<file path="src/rtl/seg_pkg.sv">
// seg_pkg
// Shared definitions for the seven-segment capture path.
//   SEG_0 .. SEG_F : active-low segment codes (bit0=a .. bit6=g) of the
//                    sixteen legal hex glyphs, as driven by the board's
//                    hex-to-segment decoder.
//   capState_t     : frame state of seg_capture (COLLECT, PRESENT).
package seg_pkg;

    localparam logic [6:0] SEG_0 = 7'h40;
    localparam logic [6:0] SEG_1 = 7'h79;
    localparam logic [6:0] SEG_2 = 7'h24;
    localparam logic [6:0] SEG_3 = 7'h30;
    localparam logic [6:0] SEG_4 = 7'h19;
    localparam logic [6:0] SEG_5 = 7'h12;
    localparam logic [6:0] SEG_6 = 7'h02;
    localparam logic [6:0] SEG_7 = 7'h78;
    localparam logic [6:0] SEG_8 = 7'h00;
    localparam logic [6:0] SEG_9 = 7'h18;
    localparam logic [6:0] SEG_A = 7'h08;
    localparam logic [6:0] SEG_B = 7'h03;
    localparam logic [6:0] SEG_C = 7'h46;
    localparam logic [6:0] SEG_D = 7'h21;
    localparam logic [6:0] SEG_E = 7'h06;
    localparam logic [6:0] SEG_F = 7'h0E;

    typedef enum logic {
        COLLECT = 1'b0,
        PRESENT = 1'b1
    } capState_t;

endpackage

</file>
<file path="src/rtl/seg_encode.sv">
// seg_encode
// Purely combinational inverse of the hex-to-segment decoder.
//   i_seg     in  7  active-low segment code
//   o_nibble  out 4  recovered hex value (0 for an illegal code)
//   o_illegal out 1  set when i_seg is not one of the sixteen glyphs
module seg_encode
    import seg_pkg::*;
(
    input  logic [6:0] i_seg,
    output logic [3:0] o_nibble,
    output logic       o_illegal
);

    // Unknown glyphs fall through to the default and report as illegal
    always_comb begin
        o_nibble  = 4'h0;
        o_illegal = 1'b0;
        case (i_seg)
            SEG_0:   o_nibble = 4'h0;
            SEG_1:   o_nibble = 4'h1;
            SEG_2:   o_nibble = 4'h2;
            SEG_3:   o_nibble = 4'h3;
            SEG_4:   o_nibble = 4'h4;
            SEG_5:   o_nibble = 4'h5;
            SEG_6:   o_nibble = 4'h6;
            SEG_7:   o_nibble = 4'h7;
            SEG_8:   o_nibble = 4'h8;
            SEG_9:   o_nibble = 4'h9;
            SEG_A:   o_nibble = 4'hA;
            SEG_B:   o_nibble = 4'hB;
            SEG_C:   o_nibble = 4'hC;
            SEG_D:   o_nibble = 4'hD;
            SEG_E:   o_nibble = 4'hE;
            SEG_F:   o_nibble = 4'hF;
            default: o_illegal = 1'b1;
        endcase
    end

endmodule

</file>
<file path="src/rtl/seg_capture.sv">
// seg_capture
// Receives a time-multiplexed active-low segment bus, debounces each digit
// and rebuilds the displayed hex frame, handed off via valid/ack.
//   clock, reset   system clock, asynchronous active-high reset
//   sample_en      qualifies seg_n/dig_sel this cycle
//   seg_n          active-low segment code (bit0=a .. bit6=g)
//   dig_sel        one-hot digit select
//   frame_ack      consumer takes the frame (only while frame_valid=1)
//   hex_value      nibble i in bits [4i+3:4i]
//   digit_err      bit i set if digit i committed an illegal pattern
//   frame_valid    a complete frame is held on hex_value/digit_err
//   overrun        sticky, a commit arrived while a frame was presented
module seg_capture
    import seg_pkg::*;
#(
    parameter int DIGITS = 6,
    parameter int STABLE = 4
) (
    input  logic                  clock,
    input  logic                  reset,
    input  logic                  sample_en,
    input  logic [6:0]            seg_n,
    input  logic [DIGITS-1:0]     dig_sel,
    input  logic                  frame_ack,
    output logic [4*DIGITS-1:0]   hex_value,
    output logic [DIGITS-1:0]     digit_err,
    output logic                  frame_valid,
    output logic                  overrun
);

    localparam logic [3:0] CNT_SAT   = 4'(STABLE - 1);
    localparam logic [3:0] COMMIT_AT = 4'(STABLE - 2);

    logic [DIGITS-1:0]   r_prevSel;
    logic [6:0]          r_prevSeg;
    logic [3:0]          r_stabCnt;
    logic [4*DIGITS-1:0] r_hex;
    logic [DIGITS-1:0]   r_err;
    logic [DIGITS-1:0]   r_seen;
    logic                r_overrun;
    capState_t           r_state;
    capState_t           w_nextState;

    logic       w_oneHot;
    logic       w_sameSample;
    logic       w_commit;
    logic       w_write;
    logic       w_ackTake;
    logic [3:0] w_nibble;
    logic       w_illegal;

    assign w_oneHot     = $onehot(dig_sel);
    assign w_sameSample = (dig_sel == r_prevSel) && (seg_n == r_prevSeg);
    // The counter sits at STABLE-2 just before the STABLE-th identical
    // sample, and saturation past that point keeps the commit single-shot.
    assign w_commit     = sample_en && w_oneHot && w_sameSample &&
                          (r_stabCnt == COMMIT_AT);
    assign w_write      = w_commit && (r_state == COLLECT);
    assign w_ackTake    = frame_ack && (r_state == PRESENT);

    seg_encode u_encode (
        .i_seg     (seg_n),
        .o_nibble  (w_nibble),
        .o_illegal (w_illegal)
    );

    // Sample register and stability counter; a reset previous select of
    // zero guarantees the first sample after reset never counts as a match
    always_ff @(posedge clock or posedge reset) begin
        if (reset) begin
            r_prevSel <= '0;
            r_prevSeg <= '0;
            r_stabCnt <= '0;
        end else if (sample_en) begin
            r_prevSel <= dig_sel;
            r_prevSeg <= seg_n;
            if (w_oneHot && w_sameSample) begin
                if (r_stabCnt != CNT_SAT) begin
                    r_stabCnt <= r_stabCnt + 4'd1;
                end
            end else begin
                r_stabCnt <= '0;
            end
        end
    end

    // Slot storage; writes only happen while collecting, so a presented
    // frame is frozen and the ack's clear of seen never collides with a write
    always_ff @(posedge clock or posedge reset) begin
        if (reset) begin
            r_hex     <= '0;
            r_err     <= '0;
            r_seen    <= '0;
            r_overrun <= 1'b0;
        end else begin
            if (w_ackTake) begin
                r_seen <= '0;
            end
            if (w_write) begin
                for (int i = 0; i < DIGITS; i++) begin
                    if (dig_sel[i]) begin
                        r_hex[4*i +: 4] <= w_nibble;
                        r_err[i]        <= w_illegal;
                        r_seen[i]       <= 1'b1;
                    end
                end
            end
            if (w_commit && (r_state == PRESENT)) begin
                r_overrun <= 1'b1;
            end
        end
    end

    // Frame state register
    always_ff @(posedge clock or posedge reset) begin
        if (reset) begin
            r_state <= COLLECT;
        end else begin
            r_state <= w_nextState;
        end
    end

    // Frame completes one edge after the last slot lands in seen; ack is
    // only honoured while a frame is being presented
    always_comb begin
        w_nextState = r_state;
        case (r_state)
            COLLECT: if (r_seen == '1) w_nextState = PRESENT;
            PRESENT: if (frame_ack)    w_nextState = COLLECT;
            default: w_nextState = COLLECT;
        endcase
    end

    assign hex_value   = r_hex;
    assign digit_err   = r_err;
    assign frame_valid = (r_state == PRESENT);
    assign overrun     = r_overrun;

endmodule

</file>
<file path="config.mk">
export PLATFORM = sky130hd
export DESIGN_NAME = seg_capture
export DESIGN_NICKNAME = d
export VERILOG_FILES = /design/src/rtl/seg_pkg.sv /design/src/rtl/seg_encode.sv /design/src/rtl/seg_capture.sv
export SDC_FILE = /design/constraint.sdc
export NUM_CORES = 1
export LEC_CHECK = 0
export CAP_MARGIN = 30
export CELL_PAD_IN_SITES_DETAIL_PLACEMENT = 0
export CELL_PAD_IN_SITES_GLOBAL_PLACEMENT = 1
export CORE_MARGIN = 1.5
export CORE_UTILIZATION = 42
export CTS_CLUSTER_SIZE = 20
export DETAILED_ROUTE_END_ITERATION = 12
export HOLD_SLACK_MARGIN = 0.03
export PLACE_DENSITY = 0.79
export SYNTH_ARGS = -nofsm -noshare
export SYNTH_HDL_FRONTEND = slang
export SYNTH_SLANG_ARGS = --single-unit
export TNS_END_PERCENT = 100
</file>
<file path="constraint.sdc">
create_clock -name clock -period 2.7 [get_ports clock]
set_input_delay 0.54 -clock clock [delete_from_list [all_inputs] [get_ports clock]]
set_output_delay 0.54 -clock clock [all_outputs]
set_load 0.1 [all_outputs]
</file>
==> results of run 1 <==
## worst min-delay path by stage
| stage | start | end | cells after the start |
|---|---|---|---|
| floorplan | r_seen[2]$_DFF_PP0_ | r_seen[2]$_DFF_PP0_ | 2 |
| global placement | overrun$_DFFE_PP0P_ | overrun$_DFFE_PP0P_ | 1 |
| detailed placement | r_seen[0]$_DFF_PP0_ | r_seen[0]$_DFF_PP0_ | 2 |
| CTS | r_seen[4]$_DFF_PP0_ | r_seen[4]$_DFF_PP0_ | 2 |
| global route | r_seen[2]$_DFF_PP0_ | r_seen[2]$_DFF_PP0_ | 2 |
| finish | r_seen[1]$_DFF_PP0_ | r_seen[1]$_DFF_PP0_ | 2 |
## synth_stat cells (2+ instances only)
| cell type | number | share of area |
|---|---|---|
| nand2_1 | 26 | 0.035 |
| and3b_1 | 2 | 0.0064 |
| a31oi_1 | 2 | 0.0045 |
| buf_2 | 4 | 0.0073 |
| nor4_1 | 2 | 0.0045 |
| mux2_2 | 42 | 0.17 |
| nand3_1 | 4 | 0.0073 |
| o21ai_0 | 5 | 0.0091 |
| xnor2_1 | 15 | 0.048 |
| a32o_1 | 2 | 0.0073 |
| nor2_1 | 4 | 0.0054 |
| a211oi_1 | 2 | 0.0054 |
| nor3b_1 | 3 | 0.0082 |
| ha_1 | 3 | 0.014 |
| inv_1 | 14 | 0.019 |
| a21oi_1 | 3 | 0.0054 |
| nor4bb_1 | 2 | 0.0073 |
| nand2b_1 | 3 | 0.0068 |
| dfrtp_1 | 55 | 0.50 |
| and4_1 | 2 | 0.0064 |
| nand4_1 | 6 | 0.014 |
| fa_1 | 3 | 0.022 |
| clkbuf_1 | 4 | 0.0054 |
| nor2b_1 | 3 | 0.0068 |
## repair_timing
action,CTS,global route
pin swaps,10,7
buffers inserted,1,1
resized for setup,37,18
hold endpoints to repair,0,0
setup endpoints to repair,41,41
gates cloned,0,0
## cell usage in the layout, fill, tap and decap left out, types with 5 or more instances in the layout
cell	instances
inv_1	10
nand4_1	6
nand2_1	15
clkdlybuf4s50_1	13
dfrtp_1	55
nand2_2	5
clkbuf_8	5
xnor2_1	15
buf_4	61
mux2_2	40
## logic make-up after synthesis
family,Yosys count,synth area share
simple gates,66,0.139
flops,55,0.500
mux,44,0.179
buf+inv,24,0.0386
compound gates,23,0.0577
xor+xnor,16,0.0509
fa+ha+maj,6,0.0354
## area by class of cell
cell class              instances  area (µm²)  area share
repair buffers                 79         652       0.177
multi-input cells             155        1400       0.380
flip-flops and latches         55        1380       0.374
inverters                      14        62.6      0.0170
well taps                      77        96.3      0.0262
clock inverters                 3        27.5     0.00748
clock buffers                   5        68.8      0.0187
## per-stage QoR
stage | TNS, ps | worst slack (ps) | hold WS [ps] | total power, W
6_report | -21160 | -577 | 488 | 0.00158
3_3_place_gp | -55810 | -1470 | 452 | 0.00109
3_5_place_dp | -58320 | -1520 | 462 | 0.00110
2_1_floorplan | -26240 | -704 | 439 | 0.00100
4_1_cts | -24430 | -679 | 488 | 0.00159
5_1_grt | -26890 | -715 | 517 | 0.00165
## power breakdown
part           switching [W]  internal [W]
Clock               0.000294      0.000193
Sequential         0.0000135      0.000844
Combinational       0.000117      0.000117
Total               0.000425       0.00115
## tightest hold or removal path, stage by stage (launching register included)
cell and delay (ps):
dfrtp_1 350, nand2_1 50, nand2_1 60
## state kept, by name, indices dropped and copies added (netlist names)
register	cells
r_stabCnt	4
digit_err	6
frame_valid	1
hex_value	24
r_prevSeg	7
r_seen	6
overrun	1
r_prevSel	6
## per-layer routing
layer | track usage | part of all wire
met1 | 0.254 | 0.48
met2 | 0.292 | 0.47
met5 | 0 | 0
met4 | 0.0402 | 0.0057
met3 | 0.0455 | 0.050
==> summary.txt, run 1 <==
Drt
  • DRT Pass-1 Iters: 4
  • Via count: slightly above 2,000
  • Drt drc: 0
  • Wire per inst: 15.7 µm
  • Drt first-iter violations: 112
  • Vias per cell: 5.27
  • WL final: around 6100 µm
  • Post-DRT Antenna Nets: 0

Critical path
  • Delay-heaviest family, CP: adder cells
  • Reg-to-Reg Start: r_stabCnt[0]$_DFFE_PP0P_
  • R2R cell count: 9
  • WP buf/inv: 4
  • Critical path capture point type: register
  • Crit path from: dig_sel[1]
  • Most Frequent Cell on Critical Path: fa_1
  • Largest stage delay on the critical path: slightly below 500 ps
  • R2r setup slk: 500 ps
  • Slowest stage cell, crit path: fa_1
  • Arr. time, crit path: approximately 3500 ps
  • Terminus of the critical flop-to-flop path: hex_value[18]$_DFFE_PP0P_
  • Worst setup path endpoint: hex_value[18]$_DFFE_PP0P_
  • CP required: 2900 ps
  • Crit. path cell count: 13
  • Max FO, Critical Path: 6
  • CP Launch Type: primary input
  • Setup CP Type: primary input to register
  • CP Cell Sequence: buf_8, inv_4, fa_1, fa_1, inv_1, ha_2, fa_1, nor3b_2, nand4_1, nor4_4, buf_6, nand2_8, mux2_4

Placement
  • Post-DP HPWL: between 4000 and 5000 µm
  • Placed cell count: 381
  • Area post-placement: 3450 µm²
  • Number of port buffers: 48
  • Global placement routability congestion: 0.823

Power and ir drop
  • Lkg Pwr: between 1.5 and 2 nW
  • Pwr dens: approximately 430 nW/µm²
  • Worst ir drop on vdd: about 0.33 mV

CTS
  • H-tree Lvls: 2
  • Maximum root-to-sink buffer count: 2
  • Sink Count: 55
  • Clock-pin slew on the worst setup and hold paths: 110 ps
  • Clock root buffer: clkbuf_8
  • TritonCTS clock tree: yes
  • Hold Buf Count CTS: 0
  • Worst skew pair latency: 310 ps
  • Cts bufs inserted: 5

Floorplanning
  • I/O pin count: 49
  • Die span in x: around 84 µm
  • Initial Utilization: 0.434
  • Core area: approximately 6300 µm²
  • Die ar.: 7050 µm²
  • Die Ht: 84.0 µm
  • Row count: 29

Timing
  • Final Skew: 10.2 ps
  • Final-report hold violation count: 0
  • Max Clk Rate: slightly above 0.3 GHz
  • PnR worst setup slack: -577 ps
  • Min Tclk post-route: 3280 ps
  • Final period utilization: 1.21
  • Slew @ Worst Pin: 701 ps
  • Final setup vio count: 41
  • Rel. slew slack: 0.532
  • RSZ-0062 raised after global routing: yes
  • Slew Viols, Final: 0

GRT
  • Grt total ovfl: 0
  • Total GRT Usage: 0.183
  • Initial antenna violation count: 0
  • Vias in the first global route: 2,116
  • Global-route wire length before repair: 10,300 µm
  • Pin count of the biggest net entering global routing: 56

Yosys
  • Yosys cell types: 47
  • Syn Inst Count: 234
  • Synth Flop Type: dfrtp_1
  • Synth Warn #: 0
  • Asr flop ratio synth: 1.00
  • Post-synthesis sequential area ratio: 0.500
  • EDFF count, synth: 0
  • Mean Syn Cell Area: 11.8 µm²
  • Mapped Area: 2760 µm²
  • Register bit total from synthesis: 55
  • Syn Nets: about 260

Finish
  • Nets@finish: roughly 330
  • Fill cells: 529
  • Final core occ: 0.580
  • Layout Cell Area excl Fill: roughly 3700 µm²
  • Antenna diodes: 0
  • Area grow syn2layout: 33.6%
  • Share of cells above drive strength 1: 0.457
  • Post-route insts no fill: about 390

Run
  • Max Cap Violations: 0

Run status
  • Failing checks: negative setup slack
  • Outcome: finished with violations

Hold path
  • Worst Hold Class: register to register
Note: power is estimated with default switching activity, not from simulation.
==> run 2, diff against run 1 <==
ABC_CLOCK_PERIOD_IN_PS = 2700   (was not set)
CORE_MARGIN = 2   (was 1.5)
MAX_ROUTING_LAYER = met4   (was not set)
==> run 2 against run 1 <==
  * The flow still finishes with violations (negative setup slack)
  * Clock skew fell by 3.8 ps
  * Via count hardly changed
  * Largest cell class unchanged
  * Sequential power barely moved
  * Critical endpoint unchanged
  * Combinational power is essentially flat
==> summary.txt, run 2 (same netlist as run 1, synthesis figures left out) <==
Run status
  • Failing checks: negative setup slack
  • Outcome: finished with violations

Drt
  • Wire per inst: 15.9 µm
  • Via count: 2,042
  • Drt first-iter violations: 73
  • Post-DRT Antenna Nets: 0
  • Vias per cell: approximately 5.3
  • Drt drc: 0
  • WL final: 6160 µm
  • DRT Pass-1 Iters: 4

Floorplanning
  • Core area: 6350 µm²
  • Initial Utilization: 0.434
  • Die Ht: 85.0 µm
  • Die ar.: between 7000 and 8000 µm²
  • Row count: 29
  • I/O pin count: 49
  • Die span in x: 85.0 µm

Finish
  • Layout Cell Area excl Fill: 3740 µm²
  • Post-route insts no fill: 387
  • Final core occ: 0.589
  • Most common cell after layout, fill and taps aside: buf_4
  • Max reg flops: 24
  • Share of cells above drive strength 1: 0.452
  • Nets@finish: 332
  • Most frequent cells in the layout: buf_4 (57), dfrtp_1 (55), mux2_2 (39)
  • Area grow syn2layout: 35.8%
  • Antenna diodes: 0

Placement
  • Placed cell count: 377
  • Area post-placement: 3440 µm²
  • Global placement routability congestion: 0.842
  • Number of port buffers: 48
  • Post-DP HPWL: 4440 µm

GRT
  • Total GRT Usage: 0.185
  • Global-route wire length before repair: 10,300 µm
  • Vias in the first global route: 2,055
  • Pin count of the biggest net entering global routing: 27
  • Initial antenna violation count: 0
  • Grt total ovfl: 0

Critical path
  • Setup CP Type: primary input to register
  • Arr. time, crit path: about 3500 ps
  • Max FO, Critical Path: 6
  • CP required: 2910 ps
  • CP Launch Type: primary input
  • Critical path capture point type: register

Timing
  • Rel. slew slack: 0.618
  • Hold slack: 487 ps
  • Final-report hold violation count: 0
  • Slew Viols, Final: 0
  • Min Tclk post-route: 3230 ps
  • Final Skew: 6.38 ps
  • RSZ-0062 raised after global routing: yes
  • Slew @ Worst Pin: ~570 ps
  • Final period utilization: 1.20
  • PnR worst setup slack: -534 ps
  • Final setup vio count: 41
  • Max Clk Rate: slightly above 0.3 GHz

CTS
  • Cts bufs inserted: 5
  • Sink Count: 55
  • H-tree Lvls: 2
  • Hold Buf Count CTS: 0
  • Worst skew pair latency: between 300 and 400 ps
  • TritonCTS clock tree: yes
  • Clock-pin slew on the worst setup and hold paths: 100 ps
  • Clock root buffer: clkbuf_8
  • Maximum root-to-sink buffer count: 2

Power and ir drop
  • Worst ir drop on vdd: about 0.43 mV
  • Total power draw: 0.00159 W
  • Lkg Pwr: 1.80 nW
  • Pwr dens: 424 nW/µm²

Hold path
  • Worst Hold Class: register to register

Run
  • Max Cap Violations: 0
## run 2: worst paths after layout
check | start | end | slack (ps) | cells after the start
setup reg to reg | r_stabCnt[0]$_DFFE_PP0P_ | hex_value[18]$_DFFE_PP0P_ | 490 | 9
setup / recovery | dig_sel[1] | hex_value[18]$_DFFE_PP0P_ | -530 | 13
hold / removal | r_seen[0]$_DFF_PP0_ | r_seen[0]$_DFF_PP0_ | 490 | 2
max in group asynchronous | reset | digit_err[2]$_DFFE_PP0P_ | 1550 | 3
hold reg to reg | r_seen[0]$_DFF_PP0_ | r_seen[0]$_DFF_PP0_ | 490 | 2
min in group asynchronous | reset | r_prevSel[2]$_DFFE_PP0P_ | 590 | 2
## run 2: worst max-delay path, stage by stage
cell and delay (ps):
buf_8 80, inv_4 30, fa_1 490, fa_1 500, inv_1 40, ha_2 160
fa_1 450, nor3b_2 180, nand4_1 160, nor4_4 230, buf_6 210, nand2_8 80
mux2_4 300
## run 2: layout make-up
class / count / area [µm²]
fillers: 524 / 2610
multi-input cells: 155 / 1440
flip-flops and latches: 55 / 1380
repair buffers: 78 / 669
well taps: 77 / 96.3
clock buffers: 5 / 68.8
inverters: 14 / 62.6
clock inverters: 3 / 33.8
## run 2: report_power, final
| group | switching (W) | internal (W) | total, W |
|---|---|---|---|
| logic | 0.000117 | 0.000115 | 0.000232 |
| registers | 0.0000141 | 0.000844 | 0.000858 |
| clock network | 0.000299 | 0.000196 | 0.000495 |
| total | 0.000431 | 0.00115 | 0.00159 |
## run 2: timing repair
item / 4_1_cts / 5_1_grt
pin swaps: 12 / 7
endpoints found under the hold margin: 0 / 0
gates resized for setup: 42 / 23
buffers inserted: 3 / 3
setup endpoints to repair: 41 / 41
## run 2: per-layer routing
layer  up-vias  track usage  share of wire
li1        974            -              -
met1      1014        0.257           0.47
met2        46        0.277           0.47
met3         8       0.0477          0.049
met4         0       0.0390          0.011
met5         -            -              0
## run 2: stage by stage
| step | setup WS [ps] | TNS [ps] |
|---|---|---|
| final | -534 | -19140 |
| after CTS | -670 | -22490 |
| after floorplan | -704 | -26240 |
| after global routing | -636 | -23150 |
| after global placement | -1560 | -59390 |
| after detailed placement | -1600 | -60260 |
